**src/rtl/Pipe_Buf_Reg_PKG.sv**
```systemverilog
// Pipeline buffer register payloads plus MEM-stage state and func3 encodings.
package Pipe_Buf_Reg_PKG;

  localparam int unsigned XLEN       = 32;
  localparam int unsigned REG_ADDR_W = 5;
  localparam int unsigned FUNC3_W    = 3;

  typedef struct packed {
    logic                  RegWrite;
    logic                  MemtoReg;
    logic                  MemRead;
    logic                  MemWrite;
    logic                  haltInsert;
    logic [FUNC3_W-1:0]    func3;
    logic [XLEN-1:0]       MUX_final;
    logic [XLEN-1:0]       Pc_Imm;
    logic [XLEN-1:0]       Pc_Four;
    logic [XLEN-1:0]       Imm_Out;
    logic [XLEN-1:0]       Alu_Result;
    logic [XLEN-1:0]       RD_Two;
    logic [REG_ADDR_W-1:0] rd;
    logic [XLEN-1:0]       Curr_Instr;
  } ex_mem_reg;

  typedef struct packed {
    logic                  RegWrite;
    logic                  MemtoReg;
    logic                  haltInsert;
    logic [XLEN-1:0]       MemReadData;
    logic [XLEN-1:0]       MUX_final;
    logic [XLEN-1:0]       Pc_Imm;
    logic [XLEN-1:0]       Pc_Four;
    logic [XLEN-1:0]       Imm_Out;
    logic [XLEN-1:0]       Alu_Result;
    logic [REG_ADDR_W-1:0] rd;
    logic [XLEN-1:0]       Curr_Instr;
  } mem_wb_reg;

  typedef enum logic [1:0] {
    MEM_IDLE   = 2'd0,
    MEM_WAIT   = 2'd1,
    MEM_HALTED = 2'd2
  } mem_state_e;

  localparam logic [FUNC3_W-1:0] F3_B  = 3'b000;
  localparam logic [FUNC3_W-1:0] F3_H  = 3'b001;
  localparam logic [FUNC3_W-1:0] F3_W  = 3'b010;
  localparam logic [FUNC3_W-1:0] F3_BU = 3'b100;
  localparam logic [FUNC3_W-1:0] F3_HU = 3'b101;

endpackage

```
**src/rtl/load_store_align.sv**
```systemverilog
// Combinational store lane steering, load lane extraction/extension and alignment check.
module load_store_align
  import Pipe_Buf_Reg_PKG::*;
(
  input  logic [FUNC3_W-1:0] func3,
  input  logic [1:0]         off,
  input  logic [XLEN-1:0]    rd_two,
  input  logic [XLEN-1:0]    rdata,
  output logic               aligned,
  output logic [3:0]         be,
  output logic [XLEN-1:0]    wdata,
  output logic [XLEN-1:0]    load_data
);

  logic [XLEN-1:0] shifted;

  // Access size comes from func3[1:0]; a halfword may sit anywhere it fits in the word.
  always_comb begin
    aligned = 1'b0;
    be      = 4'b0000;
    wdata   = '0;
    case (func3[1:0])
      2'b00: begin
        aligned = 1'b1;
        be      = 4'b0001 << off;
        wdata   = {4{rd_two[7:0]}};
      end
      2'b01: begin
        aligned = (off != 2'd3);
        be      = 4'b0011 << off;
        wdata   = {2{rd_two[15:0]}};
      end
      default: begin
        aligned = (off == 2'd0);
        be      = 4'b1111;
        wdata   = rd_two;
      end
    endcase
  end

  assign shifted = rdata >> {off, 3'b000};

  always_comb begin
    load_data = rdata;
    case (func3)
      F3_B:    load_data = {{(XLEN-8){shifted[7]}}, shifted[7:0]};
      F3_H:    load_data = {{(XLEN-16){shifted[15]}}, shifted[15:0]};
      F3_BU:   load_data = {{(XLEN-8){1'b0}}, shifted[7:0]};
      F3_HU:   load_data = {{(XLEN-16){1'b0}}, shifted[15:0]};
      default: load_data = rdata;
    endcase
  end

endmodule

```
**src/rtl/mem_stage.sv**
```systemverilog
// MEM pipeline stage: data-memory req/ack handshake, load formatting, MEM/WB register, halt.
module mem_stage
  import Pipe_Buf_Reg_PKG::*;
#(
  parameter int unsigned DMEM_ADDR_W = 9
) (
  input  logic                   clk,
  input  logic                   reset,
  input  ex_mem_reg              ex_mem,
  output mem_wb_reg              mem_wb,
  output logic                   stall,
  output logic                   dmem_req,
  output logic                   dmem_we,
  output logic [DMEM_ADDR_W-1:0] dmem_addr,
  output logic [3:0]             dmem_be,
  output logic [XLEN-1:0]        dmem_wdata,
  input  logic                   dmem_ack,
  input  logic [XLEN-1:0]        dmem_rdata,
  output logic                   halted,
  output logic                   misalign_err,
  output logic [31:0]            stall_cycles
);

  mem_state_e      state, state_nxt;
  mem_wb_reg       wb_nxt;
  logic            access;
  logic            aligned;
  logic            misalign_set;
  logic [3:0]      st_be;
  logic [XLEN-1:0] st_wdata;
  logic [XLEN-1:0] ld_data;

  load_store_align u_align (
    .func3     (ex_mem.func3),
    .off       (ex_mem.Alu_Result[1:0]),
    .rd_two    (ex_mem.RD_Two),
    .rdata     (dmem_rdata),
    .aligned   (aligned),
    .be        (st_be),
    .wdata     (st_wdata),
    .load_data (ld_data)
  );

  assign access     = ex_mem.MemRead | ex_mem.MemWrite;
  assign dmem_we    = dmem_req & ex_mem.MemWrite;
  assign dmem_addr  = ex_mem.Alu_Result[DMEM_ADDR_W+1:2];
  assign dmem_be    = ex_mem.MemWrite ? st_be : 4'b1111;
  assign dmem_wdata = st_wdata;

  always_ff @(posedge clk) begin
    if (reset) state <= MEM_IDLE;
    else       state <= state_nxt;
  end

  // Next state, handshake outputs and the MEM/WB value to capture at the next edge.
  always_comb begin
    state_nxt    = state;
    dmem_req     = 1'b0;
    stall        = 1'b0;
    misalign_set = 1'b0;
    wb_nxt       = '0;
    case (state)
      MEM_IDLE, MEM_WAIT: begin
        dmem_req     = access & aligned & ~reset;
        stall        = dmem_req & ~dmem_ack;
        misalign_set = access & ~aligned;
        if (stall) begin
          state_nxt = MEM_WAIT;
        end else begin
          wb_nxt.RegWrite    = ex_mem.RegWrite & ~misalign_set;
          wb_nxt.MemtoReg    = ex_mem.MemtoReg;
          wb_nxt.haltInsert  = ex_mem.haltInsert;
          wb_nxt.MemReadData = (ex_mem.MemRead & aligned) ? ld_data : '0;
          wb_nxt.MUX_final   = ex_mem.MUX_final;
          wb_nxt.Pc_Imm      = ex_mem.Pc_Imm;
          wb_nxt.Pc_Four     = ex_mem.Pc_Four;
          wb_nxt.Imm_Out     = ex_mem.Imm_Out;
          wb_nxt.Alu_Result  = ex_mem.Alu_Result;
          wb_nxt.rd          = ex_mem.rd;
          wb_nxt.Curr_Instr  = ex_mem.Curr_Instr;
          state_nxt          = ex_mem.haltInsert ? MEM_HALTED : MEM_IDLE;
        end
      end
      MEM_HALTED: state_nxt = MEM_HALTED;
      default:    state_nxt = MEM_IDLE;
    endcase
  end

  always_ff @(posedge clk) begin
    if (reset) begin
      mem_wb       <= '0;
      halted       <= 1'b0;
      misalign_err <= 1'b0;
      stall_cycles <= '0;
    end else begin
      mem_wb <= wb_nxt;
      if (wb_nxt.haltInsert) halted       <= 1'b1;
      if (misalign_set)      misalign_err <= 1'b1;
      if (stall)             stall_cycles <= stall_cycles + 32'd1;
    end
  end

endmodule

```
**config.mk**
```make
export PLATFORM = sky130hd
export DESIGN_NAME = mem_stage
export DESIGN_NICKNAME = d
export VERILOG_FILES = /design/src/rtl/Pipe_Buf_Reg_PKG.sv /design/src/rtl/load_store_align.sv /design/src/rtl/mem_stage.sv
export SDC_FILE = /design/constraint.sdc
export NUM_CORES = 1
export LEC_CHECK = 0
export ABC_AREA = 1
export BUFFER_PORTS_ARGS = -buffer_cell sky130_fd_sc_hd__buf_4
export CORE_AREA = 2 2 229 231
export CTS_CLUSTER_SIZE = 28
export DETAILED_ROUTE_END_ITERATION = 16
export DIE_AREA = 0 0 231 233
export PLACE_DENSITY = 0.45
export SETUP_SLACK_MARGIN = 0.1
export SLEW_MARGIN = 20
export SYNTH_ARGS = -nofsm -noshare
export SYNTH_HDL_FRONTEND = slang
export SYNTH_SLANG_ARGS = --single-unit
```
**constraint.sdc**
```tcl
create_clock -name clk -period 6.65 [get_ports clk]
set_input_delay 1.995 -clock clk [delete_from_list [all_inputs] [get_ports clk]]
set_output_delay 1.995 -clock clk [all_outputs]
set_load 0.005 [all_outputs]
```
==> run summary <==
The flow ran to the end, and the final reports show no timing, DRC or antenna violations. The share of total power in combinational logic came out at 13.4%. Final hold analysis gives a worst-case slack of 0.436 ns.

The area of the die is 53,800 um^2. The post-place instance area came out at 14,700 um^2. The data arrival time of the critical path is 3.43 ns. The total power after layout came out at 4.02 mW.

The later-pin clock latency in the skew report is 0.57 ns. The post-synth net total came out at 1,573. The detailed-route DRC error count came out at 0. The minimum period implied by the final worst setup slack is 5.43 ns. The largest fanout on the critical path is 16.

The required time reported for the critical path endpoint came out at 4.66 ns. For this run, the top clock speed supported by timing is 184 MHz. The min-delay analysis places its worst path in the category reg -> reg. Post-CTS repair changed the size of 0 cells. The max-slew headroom at the worst pin is 35.6%. The tree built by TritonCTS fans out to 268 sinks.

The maximum clock insertion buffer count came out at 3. The largest net degree at the start of global routing came out at 109. The number of antenna violations at the first check in global routing came to 4. The number of I/O port buffers is 585. The CTS buffer count came out at 31.

Synthesis produced 1,300 cells. The number of global-route vias before repair is 9,406. The hold violation total from the final report is 0. The buffer type at the clock tree root is sky130_fd_sc_hd__clkbuf_16.

Of the total power, the share spent switching nets is 24.2%. The filler cell count in the final layout came out at 5,579. The aggregate global-route resource usage came out at 14.0%. From synthesis to final layout, the design area changed by 58.9%. In the final layout, the share of cells above drive strength 1 is 34.9%.

The mapped cell area is 9890 um^2. The worst-case clock skew is 0.00897 ns. The post-synthesis average cell area came out at 7.60 um^2. The count of final setup violators came out at 0.

The global-route wire length before repair came out at 57,500 um. The ratio of total power to cell area came out at 256 nW/um^2. The number of library cell types mapped by synthesis came out at 34. The count of final max-slew check failures is 0. Setup repair after global routing left no endpoint under its margin. The remaining global-route overflow came out at 0. Across the run, the number of max-cap violations was 0. The final-layout setup total negative slack came out at 0 ns. The DRC violation total after the first TritonRoute iteration came out at 361. The synthesis-stage register bit count is 268. The count of TritonRoute iterations in the first routing pass is 5. The share of synthesized area occupied by flip-flops and latches is 54.3%.

The cell area after layout is 15,700 um^2. The element type at the critical path end is an output pin. The die extent in y is 233 um.

The core box area is 51,100 um^2. The detailed placer's ending HPWL came out at 31,900 um. The routed wire length is 40,000 um.

The internal portion of the total power is 3.04 mW. The yosys synthesis warning count is 0. The final-stage net count came out at 2,132. The total number of vias came out at 9,740. The die extent in x came out at 231 um. The count of boundary I/O pins is 586. The sequential share of power is 43.0%.

The count of H-tree levels built during CTS came out at 1. The final RePlAce weighted congestion came out at 0.840. The share of the clock period used by the worst path after layout came out at 81.6%. The footprint of the flip-flops and latches is 5370 um^2. In this run the power spent charging and discharging nets is 974 uW.

The post-CTS setup repair buffer count is 0. The number of hold buffers added after CTS came out at 0. The area of the multi-input gates came out at 3060 um^2. The category of the worst setup path launch point is an input pin. The floorplan row count is 83.

The worst vdd rail ir drop is 141 uV. The static leakage is 8.12 nW. The transition time of the tightest slew-check pin is 0.962 ns.

The wire length per cell is 15.6 um. The initial core utilization came out at 19.3%. The part of the total power dissipated in the clock network came out at 43.6%. At the end of the flow the core is filled with cells to 30.7%. The clock transition at the registers of the reported paths came out at 0.06 ns. The kind of critical path is in -> out. The remaining antenna violation count after routing is 0. The TritonCTS clock tree is yes.

After detailed routing, the number of vias per cell comes to 3.80. The flip-flop count of the largest register after layout came out at 232.
-- synth_stat cells, drive strengths merged --
master / n / area share, %
a21oi: 51 / 2.6
a22oi: 1 / 0.076
and2: 1 / 0.063
and3: 1 / 0.063
buf: 53 / 4.9
clkbuf: 10 / 0.38
clkinv: 2 / 0.13
dfxtp: 268 / 54
ha: 1 / 0.13
inv: 248 / 9.4
nand2: 262 / 10
nand3: 37 / 2.0
nand4: 3 / 0.34
nor2: 311 / 12
nor3: 1 / 0.051
o211ai: 13 / 0.99
o21ai: 15 / 0.76
o221ai: 1 / 0.089
o22ai: 12 / 0.76
o32ai: 1 / 0.089
xnor2: 1 / 0.089
xor2: 7 / 0.62
-- cells in the final DEF (no fill, tap or decap), drive strengths merged, types with 13 or more instances in the layout --
| cell | instances |
|---|---|
| dfxtp | 268 |
| clkbuf | 46 |
| nor2 | 311 |
| o21ai | 15 |
| nand2 | 262 |
| nand3 | 37 |
| buf | 589 |
| o211ai | 13 |
| inv | 248 |
| a21oi | 51 |
-- power groups by stage --
stage / clock network, mW / logic (mW) / registers [mW]
floorplan: 0 / 0.195 / 1.77
global placement: 0 / 0.551 / 1.76
detailed placement: 0 / 0.553 / 1.76
CTS: 1.83 / 0.555 / 1.73
global route: 1.89 / 0.594 / 1.74
finish: 1.75 / 0.539 / 1.73
-- path summary, 6_finish.rpt --
path	endpoint	slack, ns	cells past startpoint	start
max	dmem_wdata[13]	1.22	5	ex_mem[230]
min	state[1]$_SDFF_PP0_	0.44	1	state[0]$_SDFF_PP0_
max reg2reg	stall_cycles[22]$_SDFFE_PP0P_	4.67	10	stall_cycles[1]$_SDFFE_PP0P_
min reg2reg	state[1]$_SDFF_PP0_	0.44	1	state[0]$_SDFF_PP0_
-- metrics by stage --
step	worst slack (ns)	std cells
after floorplan	1.73	1300
after global placement	1.32	2506
after detailed placement	1.25	2506
after CTS	1.24	2563
after global routing	1.08	2564
final	1.22	2565
-- layer usage --
layer	part of all wire (%)	vias to the layer above	track usage (%)
met3	9.2	49	4.53
met5	0.065	-	0
met2	53	371	27.0
met4	1.6	4	3.45
met1	36	4385	14.5
li1	-	4931	-
-- area by class of cell --
type	count	area share, %
Sequential cell	268	34.1
Timing Repair Buffer	589	28.2
Multi-Input combinational cell	719	19.5
Inverter	250	6.00
Clock buffer	46	5.81
Tap cell	680	5.42
Clock inverter	11	0.900
Antenna cell	2	0.0319
-- cell families after synthesis --
family	count (synthesis)	synth area share (%)
AND/OR/NAND/NOR	616	24.7
buffers and inverters	313	14.8
flip-flops	268	54.3
AO/OA/AOI/OAI	94	5.38
XOR/XNOR	8	0.709
adder cells (fa/ha/maj)	1	0.127
-- critical path, cell delays in order --
cell	delay (ns)
sky130_fd_sc_hd__buf_4	0.16
sky130_fd_sc_hd__nor2_1	0.75
sky130_fd_sc_hd__nand2_1	0.16
sky130_fd_sc_hd__o21ai_0	0.19
sky130_fd_sc_hd__buf_4	0.17
Power figures use the tool's default switching activity.
